**config.mk**
```make
export PLATFORM = sky130hd
export DESIGN_NAME = seq_mul_radix
export DESIGN_NICKNAME = d
export VERILOG_FILES = /design/src/rtl/seq_mul_radix.sv
export SDC_FILE = /design/constraint.sdc
export NUM_CORES = 1
export LEC_CHECK = 0
export ABC_AREA = 1
export BUFFER_PORTS_ARGS = -buffer_cell sky130_fd_sc_hd__buf_2
export CAP_MARGIN = 20
export CORE_MARGIN = 2
export CORE_UTILIZATION = 46
export CTS_CLUSTER_DIAMETER = 60
export DETAILED_ROUTE_END_ITERATION = 6
export PLACE_DENSITY = 0.78
export SLEW_MARGIN = 0
export SYNTH_ARGS = -nofsm -noshare
export SYNTH_HDL_FRONTEND = slang
export SYNTH_SLANG_ARGS = --single-unit
```
**constraint.sdc**
```tcl
create_clock -name clk -period 3.45 [get_ports clk]
set_input_delay 0.1725 -clock clk [delete_from_list [all_inputs] [get_ports clk]]
set_output_delay 0.1725 -clock clk [all_outputs]
set_load 0.02 [all_outputs]
```
**src/rtl/seq_mul_radix.sv**
```systemverilog
// seq_mul_radix: multi-cycle integer multiplier that retires STEP multiplier bits per clock.
// Supports signed (two's complement) or unsigned operands, selected per operation.
// Operands are captured in the start cycle, so the core may change A/B/sgn while stalled.
//
// Ports:
//   clk    - system clock, rising edge
//   rst    - asynchronous active-high reset
//   mul    - multiply request, held high until stall is low
//   sgn    - 1 = signed operands, 0 = unsigned (start cycle only)
//   A      - multiplier (start cycle only)
//   B      - multiplicand (start cycle only)
//   stall  - high while the result for the current request is not yet available
//   mulRes - product {Hi, Lo}, valid in the cycle stall falls
//
// Parameters: DW must be a multiple of STEP and at least 8; STEP is 1, 2 or 4.
module seq_mul_radix #(
  parameter int unsigned DW   = 32,
  parameter int unsigned STEP = 2
) (
  input  logic            clk,
  input  logic            rst,
  input  logic            mul,
  input  logic            sgn,
  input  logic [DW-1:0]   A,
  input  logic [DW-1:0]   B,
  output logic            stall,
  output logic [2*DW-1:0] mulRes
);

  localparam int unsigned N  = DW / STEP;
  localparam int unsigned CW = $clog2(N + 1);
  // The partial sum is nominally DW+STEP+1 bits wide, but its top bit never reaches Hi or Lo;
  // modular arithmetic at DW+STEP bits yields identical retained bits.
  localparam int unsigned PW = DW + STEP;
  localparam int          LastBit = int'(STEP) - 1;

  typedef enum logic [1:0] {StIdle, StBusy, StDone} state_e;

  state_e          state_q;
  logic [DW-1:0]   hi_q, lo_q, b_q;
  logic            sgn_q;
  logic [CW-1:0]   cnt_q;

  logic            last_step;
  logic [PW-1:0]   bx, hix, acc;
  logic [DW-1:0]   hi_d, lo_d;

  assign last_step = (cnt_q == CW'(N - 1));

  // One radix-2^STEP step: acc = Hi + d*B via shifted adds. On the final signed step the
  // digit's MSB carries negative weight, so its partial product is subtracted instead.
  always_comb begin
    bx  = sgn_q ? {{STEP{b_q[DW-1]}}, b_q}  : {{STEP{1'b0}}, b_q};
    hix = sgn_q ? {{STEP{hi_q[DW-1]}}, hi_q} : {{STEP{1'b0}}, hi_q};
    acc = hix;
    for (int i = 0; i < int'(STEP); i++) begin
      if (lo_q[i]) begin
        if (sgn_q && last_step && (i == LastBit)) begin
          acc = acc - (bx << i);
        end else begin
          acc = acc + (bx << i);
        end
      end
    end
    hi_d = acc[DW+STEP-1:STEP];
    lo_d = {acc[STEP-1:0], lo_q[DW-1:STEP]};
  end

  always_ff @(posedge clk or posedge rst) begin
    if (rst) begin
      state_q <= StIdle;
      hi_q    <= '0;
      lo_q    <= '0;
      b_q     <= '0;
      sgn_q   <= 1'b0;
      cnt_q   <= '0;
    end else begin
      unique case (state_q)
        StIdle: begin
          if (mul) begin
            b_q     <= B;
            sgn_q   <= sgn;
            hi_q    <= '0;
            lo_q    <= A;
            cnt_q   <= '0;
            state_q <= StBusy;
          end
        end
        StBusy: begin
          if (!mul) begin
            // Request withdrawn: abandon the operation.
            state_q <= StIdle;
          end else begin
            hi_q  <= hi_d;
            lo_q  <= lo_d;
            cnt_q <= cnt_q + CW'(1);
            if (last_step) begin
              state_q <= StDone;
            end
          end
        end
        StDone: begin
          state_q <= StIdle;
        end
        default: begin
          state_q <= StIdle;
        end
      endcase
    end
  end

  // Stall follows the request until the DONE cycle; reset forces it low immediately.
  assign stall  = !rst && mul && (state_q != StDone);
  assign mulRes = {hi_q, lo_q};

endmodule

```
Yosys cells after proc, flatten, opt, wreduce, memory -nomap -nowiden
Index checks and enable logic that the tools add are counted.

storage, ports and cells
  bits in registers = 104
  bits of input ports = 68
  output and inout bits = 65
  logic and storage cells = 43

cells by class
  add/sub/neg operators = 4
  eq/ne operators = 6
  muxes and demuxes = 18
  reduce and logical (&&, ||, !) cells = 9

operators with widths
  kind                                                                    count
  34-bit 2-to-1 mux                                                       5
  32-bit 2-to-1 mux                                                       4
  32-bit one-hot mux with 2 select lines                                  2
  34-bit adder                                                            2
  34-bit subtractor                                                       1
  5-bit 2-to-1 mux                                                        2
  5-bit one-hot mux with 2 select lines                                   1
  2-bit 2-to-1 mux                                                        3
  2-bit != test (second input constant)                                   3
  5-bit by 1-bit adder with 5-bit output (second input constant)          1
  5-bit by 4-bit equality test with 1-bit output (second input constant)  1
  2-bit one-hot mux with 2 select lines                                   1
  2-bit AND reduction                                                     2
  1-bit logical AND                                                       3
  3-bit != test (second input constant)                                   1
  3-bit AND reduction                                                     1
  2-bit by 1-bit equality test with 1-bit output (second input constant)  1
  2-bit logical NOT                                                       1
  2-bit nonzero test                                                      1
  1-bit logical NOT                                                       1

Longest topological paths before layout
Gate-level depths: netlist (run 1).

  depth in word-level cells = 8
  depth in mapped cells = 32
  gate-level depth less buffers = 32

Worst setup path before layout (run 1)
OpenSTA, ideal clock, no wires.

  path type = flip-flop to flip-flop
  start point = register hi_q[0]
  end point = register hi_q[31]
  library setup time = 0.118 ns
  arrival = 3.645 ns
  slack = -0.313 ns
  cell stages (with the launch flop) = 29
  path buffers = 0
  cell sequence = dfrtp_1 ha_1 inv_1 fa_1 inv_1 nand3_1 nand3_2 nand2_2 nand2_2 nand2_1 nand3_2 inv_1 o21ai_1 a21oi_1 inv_1 nand2_1 nand3_1 nand2_1 ha_1 nand2_1 nand2_1 a31oi_1 nor2_1 a2111oi_0 nand3b_1 nand2_1 nand2_1 nand4_1 nand2_1

on the way
  word-level cells in the longest chain between the ends = 8
  elaborated cells between the ends (all ways) = 9
  those cells by class = 3 x add/sub; 6 x mux

ends and longest elaborated chain
  what                                               RTL line  RTL
  start, declared                                    40        logic [DW-1:0] hi_q, lo_q, b_q;
  start signal, assigned                             94        hi_q <= hi_d;
  34-bit 2-to-1 mux *                                54        hix = sgn_q ? {{STEP{hi_q[DW-1]}}, hi_q} : {{STEP{1'b0}}, hi_q};
  34-bit adder                                       61        acc = acc + (bx << i);
  34-bit 2-to-1 mux *                                57        if (lo_q[i]) begin
  34-bit adder or 34-bit subtractor (tied branches)  61, 59
  34-bit 2-to-1 mux                                  58        if (sgn_q && last_step && (i == LastBit)) begin
  34-bit 2-to-1 mux *                                57
  32-bit 2-to-1 mux *                                90        if (!mul) begin
  32-bit one-hot mux with 2 select lines *           78        unique case (state_q)

Every way passes the cells marked *; elsewhere a longest branch is shown, timed or not. The select of a mux whose other input is x is not followed.
A chain may end at the register's enable or synchronous reset.

Final worst setup path (run 1)
  start point = register b_q[5]
  end point = register hi_q[30]

on the way
  word-level cells in the longest chain between the ends = 8
  elaborated cells between the ends (all ways) = 9
  those cells by class = 3 x add/sub; 6 x mux

ends and longest elaborated chain
  what                                               RTL line  RTL
  start, declared                                    40
  start signal, assigned                             74        b_q <= '0;
  start signal, assigned                             81        b_q <= B;
  34-bit 2-to-1 mux *                                53        bx = sgn_q ? {{STEP{b_q[DW-1]}}, b_q} : {{STEP{1'b0}}, b_q};
  34-bit adder                                       61
  34-bit 2-to-1 mux                                  57
  34-bit adder or 34-bit subtractor (tied branches)  61, 59
  34-bit 2-to-1 mux                                  58
  34-bit 2-to-1 mux *                                57
  32-bit 2-to-1 mux *                                90
  32-bit one-hot mux with 2 select lines *           78

Marked as above.

==> summary.md, run 1 <==
| Metric | Value |
|---|---|
| Sequential share of the synthesized area | `~28%` |
| Chip height | `145 um` |
| Hold Path Class | `in2async` |
| Global-route wire length before repair | `roughly 57 mm` |
| Die width | `145 um` |
| Mapped Area | `9170 sq um` |
| Mapped Cells | `1331` |
| R2r startpoint | `b_q[5]` |
| DRT Pass-1 Iters | `7` |
| Congestion Overflow GR | `0` |
| Routed wire length | `roughly 40 mm` |
| Antenna violations before repair | `0` |
| Slew margin rel. | `between 20% and 30%` |
| Share of cells above drive strength 1 | `a little over two fifths` |
| CP Capture Type | `flop` |
| Max-Cap Viols | `0` |
| Layout-stage area growth over the synthesis result | `53.2%` |
| RSZ-0062 raised after global routing | `yes` |
| Final Hold Vio Count | `33` |
| Reg2reg end | `hi_q[30]` |
| Worst Hold Slack | `-0.0256 ns` |
| Largest net degree at the start of global routing | `67` |
| Final GP Congestion | `0.985` |
| Antenna Nets Post-Route | `0` |
| Root buffer cell | `clkbuf_16` |
| Setup TNS | `-9.87 ns` |
| Num CTS Buffers | `9` |
| Pre-CTS WS | `-0.647 ns` |
| PD cells | `1120 nW/um^2` |
| Clock Skews | `roughly 0.016 ns` |
| Clock Sinks | `approximately 100` |
| Yosys cell types | `52` |
| Syn Nets | `between 1000 and 1500` |
| DR vias | `12200` |
| CTS tree | `yes` |
| Routed WL per cell | `20.4 um` |
| Final WS setup | `-0.695 ns` |
| Clock Latency Late Sink | `roughly 0.4 ns` |
| Fin crit share | `120%` |
| Post-synthesis register bit count | `~100` |
| Yosys warns | `0` |
| Total GRT Usage | `33.2%` |
| Max VDD drop | `493 uV` |
| Die ar. | `around 21000 sq um` |
| H-tree Lvls | `3` |
| Fraction of registers with async set/reset | `100%` |
| Layout Nets | `between 1500 and 2000` |
| Critical path class | `reg2reg` |
| EDFF count, synth | `0` |
| Post-synthesis average cell area | `between 6 and 7 sq um` |
| Final Slew Violations | `0` |
| Via density | `6.10` |
| Predominant post-synthesis flop cell | `dfrtp_1` |
| Clock Path Buffers | `2` |
| Max Freq | `roughly 0.24 GHz` |
| Tmin final | `between 4 and 5 ns` |
| Ant diodes | `0` |
| Drt initial violations | `1547` |
| Setup Viol. Count Final | `23` |
| Status | `finished, violations left` |
| R2R Setup Slk | `-0.70 ns` |
| Fillers | `about 1400` |
| Worst Path Required | `~3.7 ns` |
| Vias in the first global route | `about 11000` |
| Worst Tran Pin Value | `approximately 1.1 ns` |
| Failing checks | `DRC, hold timing, setup timing` |
| R2R cell count | `25` |
| Initial Util | `47.0%` |
| IO Count | `about 130` |
| Leakage | `between 7 and 8 nW` |
| DRC | `1` |
| CP Data Arrival Time | `~4.4 ns` |
| Setup crit start kind | `flop` |
| Row cnt | `between 50 and 60` |
| Core Area | `between 15000 and 20000 sq um` |
| Crit Path Max Fanout | `4` |
| Detail Placement HPWL | `24.7 mm` |
| Buffers on Ports | `~130` |
| CTS clk-pin slew, worst paths | `approximately 0.090 ns` |
==> cells in the final DEF, fill, tap and decap left out, drive strengths merged, types with 4 or more instances in the layout <==
cell type and n:
buf 429, nand2 286, inv 184, nor2 126, a21oi 114, o21ai 111, dfrtp 104, nand3 80
ha 68, xor2 42, nor3 39, a221oi 25, or2 19, nand4 12, o211ai 11, mux2 11
a31oi 10, o22ai 9, clkbuf 9, xnor2 9, o21bai 5, a21o 4
==> layout make-up <==
cell class / count / area (sq um) / share of cell area, %
clock buffers: 9 / 225 / 1.60
clock inverters: 7 / 111 / 0.793
inverters: 181 / 692 / 4.92
multi-input cells: 1005 / 7150 / 50.9
flip-flops and latches: 104 / 2610 / 18.6
well taps: 265 / 332 / 2.36
repair buffers: 429 / 2940 / 20.9
==> per-layer routing <==
| layer | vias up | share of wire (%) | GRT usage [%] |
|---|---|---|---|
| li1 | 5265 | - | - |
| met3 | 301 | 11 | 7.04 |
| met2 | 1024 | 45 | 53.3 |
| met1 | 5605 | 35 | 41.8 |
| met5 | - | 0 | 0 |
| met4 | 0 | 7.8 | 17.5 |
==> critical path, cell delays in order, from the launching register on <==
cell	delay (ns)
dfrtp_2	0.45
ha_4	0.32
nand2_1	0.17
nor2_4	0.21
nand3_2	0.13
nand3_4	0.14
a21oi_4	0.07
o21ai_2	0.18
xor2_1	0.21
nand2_1	0.13
o21ai_2	0.12
ha_4	0.25
a21oi_1	0.19
o21ai_2	0.11
a21oi_2	0.24
nand3_2	0.22
nand3_4	0.16
nand2_2	0.07
nand2_2	0.08
nand2_4	0.07
nand2_1	0.09
nand2_1	0.07
nand2_1	0.08
nand2_1	0.05
o21ai_1	0.18
nand2_1	0.07
==> cells by family after synthesis <==
logic type / synth area share (%)
adders and majority gates: 9.71
DFF: 28.4
and+or+nand+nor: 27.3
buffers and inverters: 9.15
xor gates and xnor gates: 4.87
muxes: 1.46
AOI/OAI and AO/OA: 19.1
==> synth_stat cells (all sizes together), types with 4 or more instances <==
cell type,n,area [sq um]
a21o,4,30.0
a21oi,114,578
a221oi,25,219
a31oi,10,62.6
buf,9,40.0
clkbuf,32,120
dfrtp,104,2600
ha,68,851
inv,181,679
mux2,11,124
nand2,286,1110
nand3,80,445
nand4,12,81.3
nor2,126,493
nor3,39,220
o211ai,11,82.6
o21ai,111,559
o21bai,5,41.3
o22ai,9,56.3
or2,19,119
xnor2,9,78.8
xor2,42,368
==> worst max path at each step <==
stage | startpoint | endpoint | slack (ns) | depth (start not counted)
final | b_q[5] | hi_q[30] | -0.70 | 25
after global placement | b_q[2] | hi_q[26] | -0.61 | 25
after CTS | b_q[0] | hi_q[31] | -0.38 | 24
after floorplan | hi_q[13] | hi_q[31] | -0.05 | 25
after global routing | b_q[2] | hi_q[30] | -0.79 | 26
after detailed placement | b_q[1] | hi_q[26] | -0.65 | 28
==> through the flow <==
step / hold slack [ns] / utilization, % / instance area, sq um / power (mW) / std cells
finish: -0.0256 / 72.0 / 14000 / 15.8 / 2000
global route: 0.0213 / 72.0 / 14000 / 16.5 / 2000
CTS: 0.0175 / 67.5 / 13200 / 13.3 / 1966
detailed placement: 0.410 / 61.2 / 11900 / 10.6 / 1920
global placement: 0.405 / 61.2 / 11900 / 10.4 / 1920
floorplan: 0.323 / - / 9350 / 6.93 / 1331
==> repair_timing <==
action / CTS / global route
hold buffers: 0 / 0
setup endpoints to repair: 23 / 24
setup buffers: 43 / 34
pin swaps: 87 / 90
gates resized for setup: 174 / 137
==> sequential cells by signal, indices dropped and copies added (netlist names) <==
signal / flops
b_q: 32
state_q: 2
cnt_q: 5
sgn_q: 1
lo_q: 32
hi_q: 32
==> power by group <==
part / switching [mW] / internal [mW]
Clock: 0.588 / 0.654
Combinational: 7.05 / 5.70
Sequential: 0.293 / 1.49
(Power assumes the default switching activity.)
==> run 2: changes to the inputs <==
- PLACE_DENSITY: 0.78 -> 0.69
==> summary.md, run 2 (synthesis results as in run 1) <==
| Metric | Value |
|---|---|
| Layout-stage area growth over the synthesis result | `49.2%` |
| R2r startpoint | `hi_q[5]` |
| Sw power | `7.17 mW (-9.5%)` |
| WHS Path Cells | `2` |
| DR vias | `11100 (-8.8%)` |
| Final WS setup | `-0.462 ns (+0.233 ns)` |
| Detail Placement HPWL | `25.3 mm (+2.1%)` |
| Final Hold Vio Count | `0 (-100%)` |
| Die ar. | `21100 sq um (unchanged)` |
| Final Slew Violations | `0 (unchanged)` |
| Slew margin rel. | `29.0% (+3.2 points)` |
| Reg2reg end | `hi_q[28]` |
| Crit Path Max Fanout | `3 (-1)` |
| Max-Cap Viols | `0 (unchanged)` |
| Top flop regs | `b_q (32), hi_q (32), lo_q (32)` |
| End of the worst hold path | `b_q[23]` |
| Global-route wire length before repair | `53.7 mm (-5.6%)` |
| Chip height | `145 um (unchanged)` |
| Clock Path Buffers | `2 (unchanged)` |
| Layout Nets | `1869 (+0.054%)` |
| CTS clk-pin slew, worst paths | `0.10 ns (about the same)` |
| Clk pwr share | `7.7% (-0.2 points)` |
| Combinational share of power | `80.3% (-0.5 points)` |
| R2R cell count | `27 (+8.0%)` |
| Clock Sinks | `104 (unchanged)` |
| Fin crit share | `113% (-6.8 points)` |
| Die width | `145 um (unchanged)` |
| Clock Skews | `0.0169 ns (+0.000790 ns)` |
| Core Area | `19500 sq um (unchanged)` |
| Fillers | `1628 (+19%)` |
| Worst Path Required | `3.73 ns (about the same)` |
| DRC | `0 (-1)` |
| CTS tree | `yes` |
| H-tree Lvls | `3 (unchanged)` |
| Clock Latency Late Sink | `0.38 ns (about the same)` |
| Via density | `5.55 (-9.0%)` |
| DRT Pass-1 Iters | `7 (unchanged)` |
| Sequential share of power | `12.0% (+0.7 points)` |
| Row cnt | `51 (unchanged)` |
| Root buffer cell | `clkbuf_16` |
| Antenna violations before repair | `1 (+1)` |
| Critical path class | `reg2reg` |
| Max VDD drop | `476 uV (-3.4%)` |
| Multi-input logic area | `6830 sq um (-4.5%)` |
| Commonest cells after routing, fill and taps aside | `buf_4 (292), nand2_1 (228), inv_1 (163), buf_2 (132), nor2_1 (105)` |
| Initial Util | `47.0% (unchanged)` |
| Status | `finished, violations left` |
| Share of cells above drive strength 1 | `40.4% (-2.3 points)` |
| PD cells | `1060 nW/um^2 (-5.9%)` |
| Largest net degree at the start of global routing | `61 (-9.0%)` |
| IO Count | `133 (unchanged)` |
| Sequential standard cell area | `2610 sq um (-0.14%)` |
| Num CTS Buffers | `9 (unchanged)` |
| Routed WL per cell | `17.7 um (-13%)` |
| RSZ-0062 raised after global routing | `yes` |
| R2R Setup Slk | `-0.46 ns (+0.23 ns)` |
| Hold Path Class | `in2reg` |
| Congestion Overflow GR | `0 (unchanged)` |
| CP Data Arrival Time | `4.19 ns (-0.24 ns)` |
| Hold wc startpoint | `B[23]` |
| Total GRT Usage | `31.4% (-1.8 points)` |
| Post-route insts no fill | `2003 (+0.15%)` |
| Buffers on Ports | `132 (unchanged)` |
| Vias in the first global route | `10700 (-4.5%)` |
| Tmin final | `3.91 ns (-0.233 ns)` |
| CP Capture Type | `flop` |
| Sw frac | `49.6% (-0.63 points)` |
| Failing checks | `setup timing` |
| Worst Tran Pin Value | `1.06 ns (-0.0447 ns)` |
| Routed wire length | `35.4 mm (-13%)` |
| Total power | `14.5 mW (-8.4%)` |
| Max Freq | `0.256 GHz (+6.0%)` |
| Placed Cells | `1939 (+0.99%)` |
| Final GP Congestion | `1.02 (+3.2%)` |
| Leakage | `7.04 nW (-1.0%)` |
| Antenna Nets Post-Route | `0 (unchanged)` |
| Drt initial violations | `1113 (-28%)` |
| Internal power | `7.28 mW (-7.2%)` |
| Setup Viol. Count Final | `23 (unchanged)` |
| Most common cell after layout, fill and taps aside | `buf_4` |
| Setup crit start kind | `flop` |
run 2: cell type report:
type | instances | area share [%]
antenna | 2 | 0.0366
clock inverter | 7 | 0.567
clock buffer | 9 | 1.65
sequential | 104 | 19.0
inverter | 181 | 5.03
timing repair buffer | 430 | 21.4
multi-input combinational | 1005 | 49.9
tap | 265 | 2.42
run 2: stage by stage:
stage	utilization [%]	hold WS, ns	setup TNS (ns)	area, sq um	setup WS, ns
after floorplan	-	0.323	-0.0477	9350	-0.0477
after global placement	62.0	0.374	-7.14	12100	-0.633
after detailed placement	62.0	0.376	-9.06	12100	-0.705
after CTS	66.3	0.0211	-5.77	12900	-0.444
after global routing	70.1	0.0313	-11.77	13700	-0.659
final	70.1	0.0180	-7.20	13700	-0.462
run 2: metal layers:
metal	share of wire, %	track usage, %
met4	3.8	12.4
met1	40	41.5
met2	47	51.0
met3	8.6	5.50
met5	0	0
run 2: worst max-delay path, cell delays in order, from the launching register on:
cell and delay (ns):
dfrtp_1 0.42, ha_4 0.26, a21oi_1 0.25, nand2_2 0.13, nand2_2 0.09, nand3_4 0.11
a31o_4 0.25, nand2_2 0.05, nand2_2 0.06, nand3_2 0.06, nand2_2 0.05, xor2_1 0.15
nand2_1 0.09, nand2_2 0.10, ha_4 0.29, nand2_4 0.06, nor4_4 0.23, nand4_1 0.22
nand3_2 0.15, nand3_2 0.11, nand2_1 0.10, inv_2 0.05, nor2_4 0.15, nand3_2 0.10
nand3_2 0.09, nand3_2 0.06, nand2_2 0.10, nand2_1 0.05
run 2: worst max-delay path by stage:
| stage | startpoint | to | slack (ns) | cells after the start |
|---|---|---|---|---|
| 3_5_place_dp | hi_q[7] | hi_q[26] | -0.70 | 25 |
| 6_report | hi_q[5] | hi_q[28] | -0.46 | 27 |
| 4_1_cts | b_q[0] | hi_q[31] | -0.44 | 29 |
| 3_3_place_gp | hi_q[7] | hi_q[30] | -0.63 | 25 |
| 5_1_grt | b_q[0] | hi_q[28] | -0.66 | 26 |
| 2_1_floorplan | hi_q[13] | hi_q[31] | -0.05 | 25 |
run 2: timing repair:
action / 4_1_cts / 5_1_grt
setup endpoints to repair: 24 / 26
buffers inserted: 22 / 24
gates cloned: 0 / 0
gates resized for setup: 106 / 130
pin swaps: 46 / 103
hold buffers: 1 / 0
hold endpoints to repair: 52 / 0
run 2: power groups by stage:
stage | Clock, mW | Sequential, mW | Combinational (mW)
after global routing | 1.18 | 1.76 | 12.5
after global placement | 0 | 1.74 | 8.85
after CTS | 1.12 | 1.72 | 9.85
after detailed placement | 0 | 1.75 | 8.99
final | 1.12 | 1.73 | 11.6
after floorplan | 0 | 2.02 | 4.91
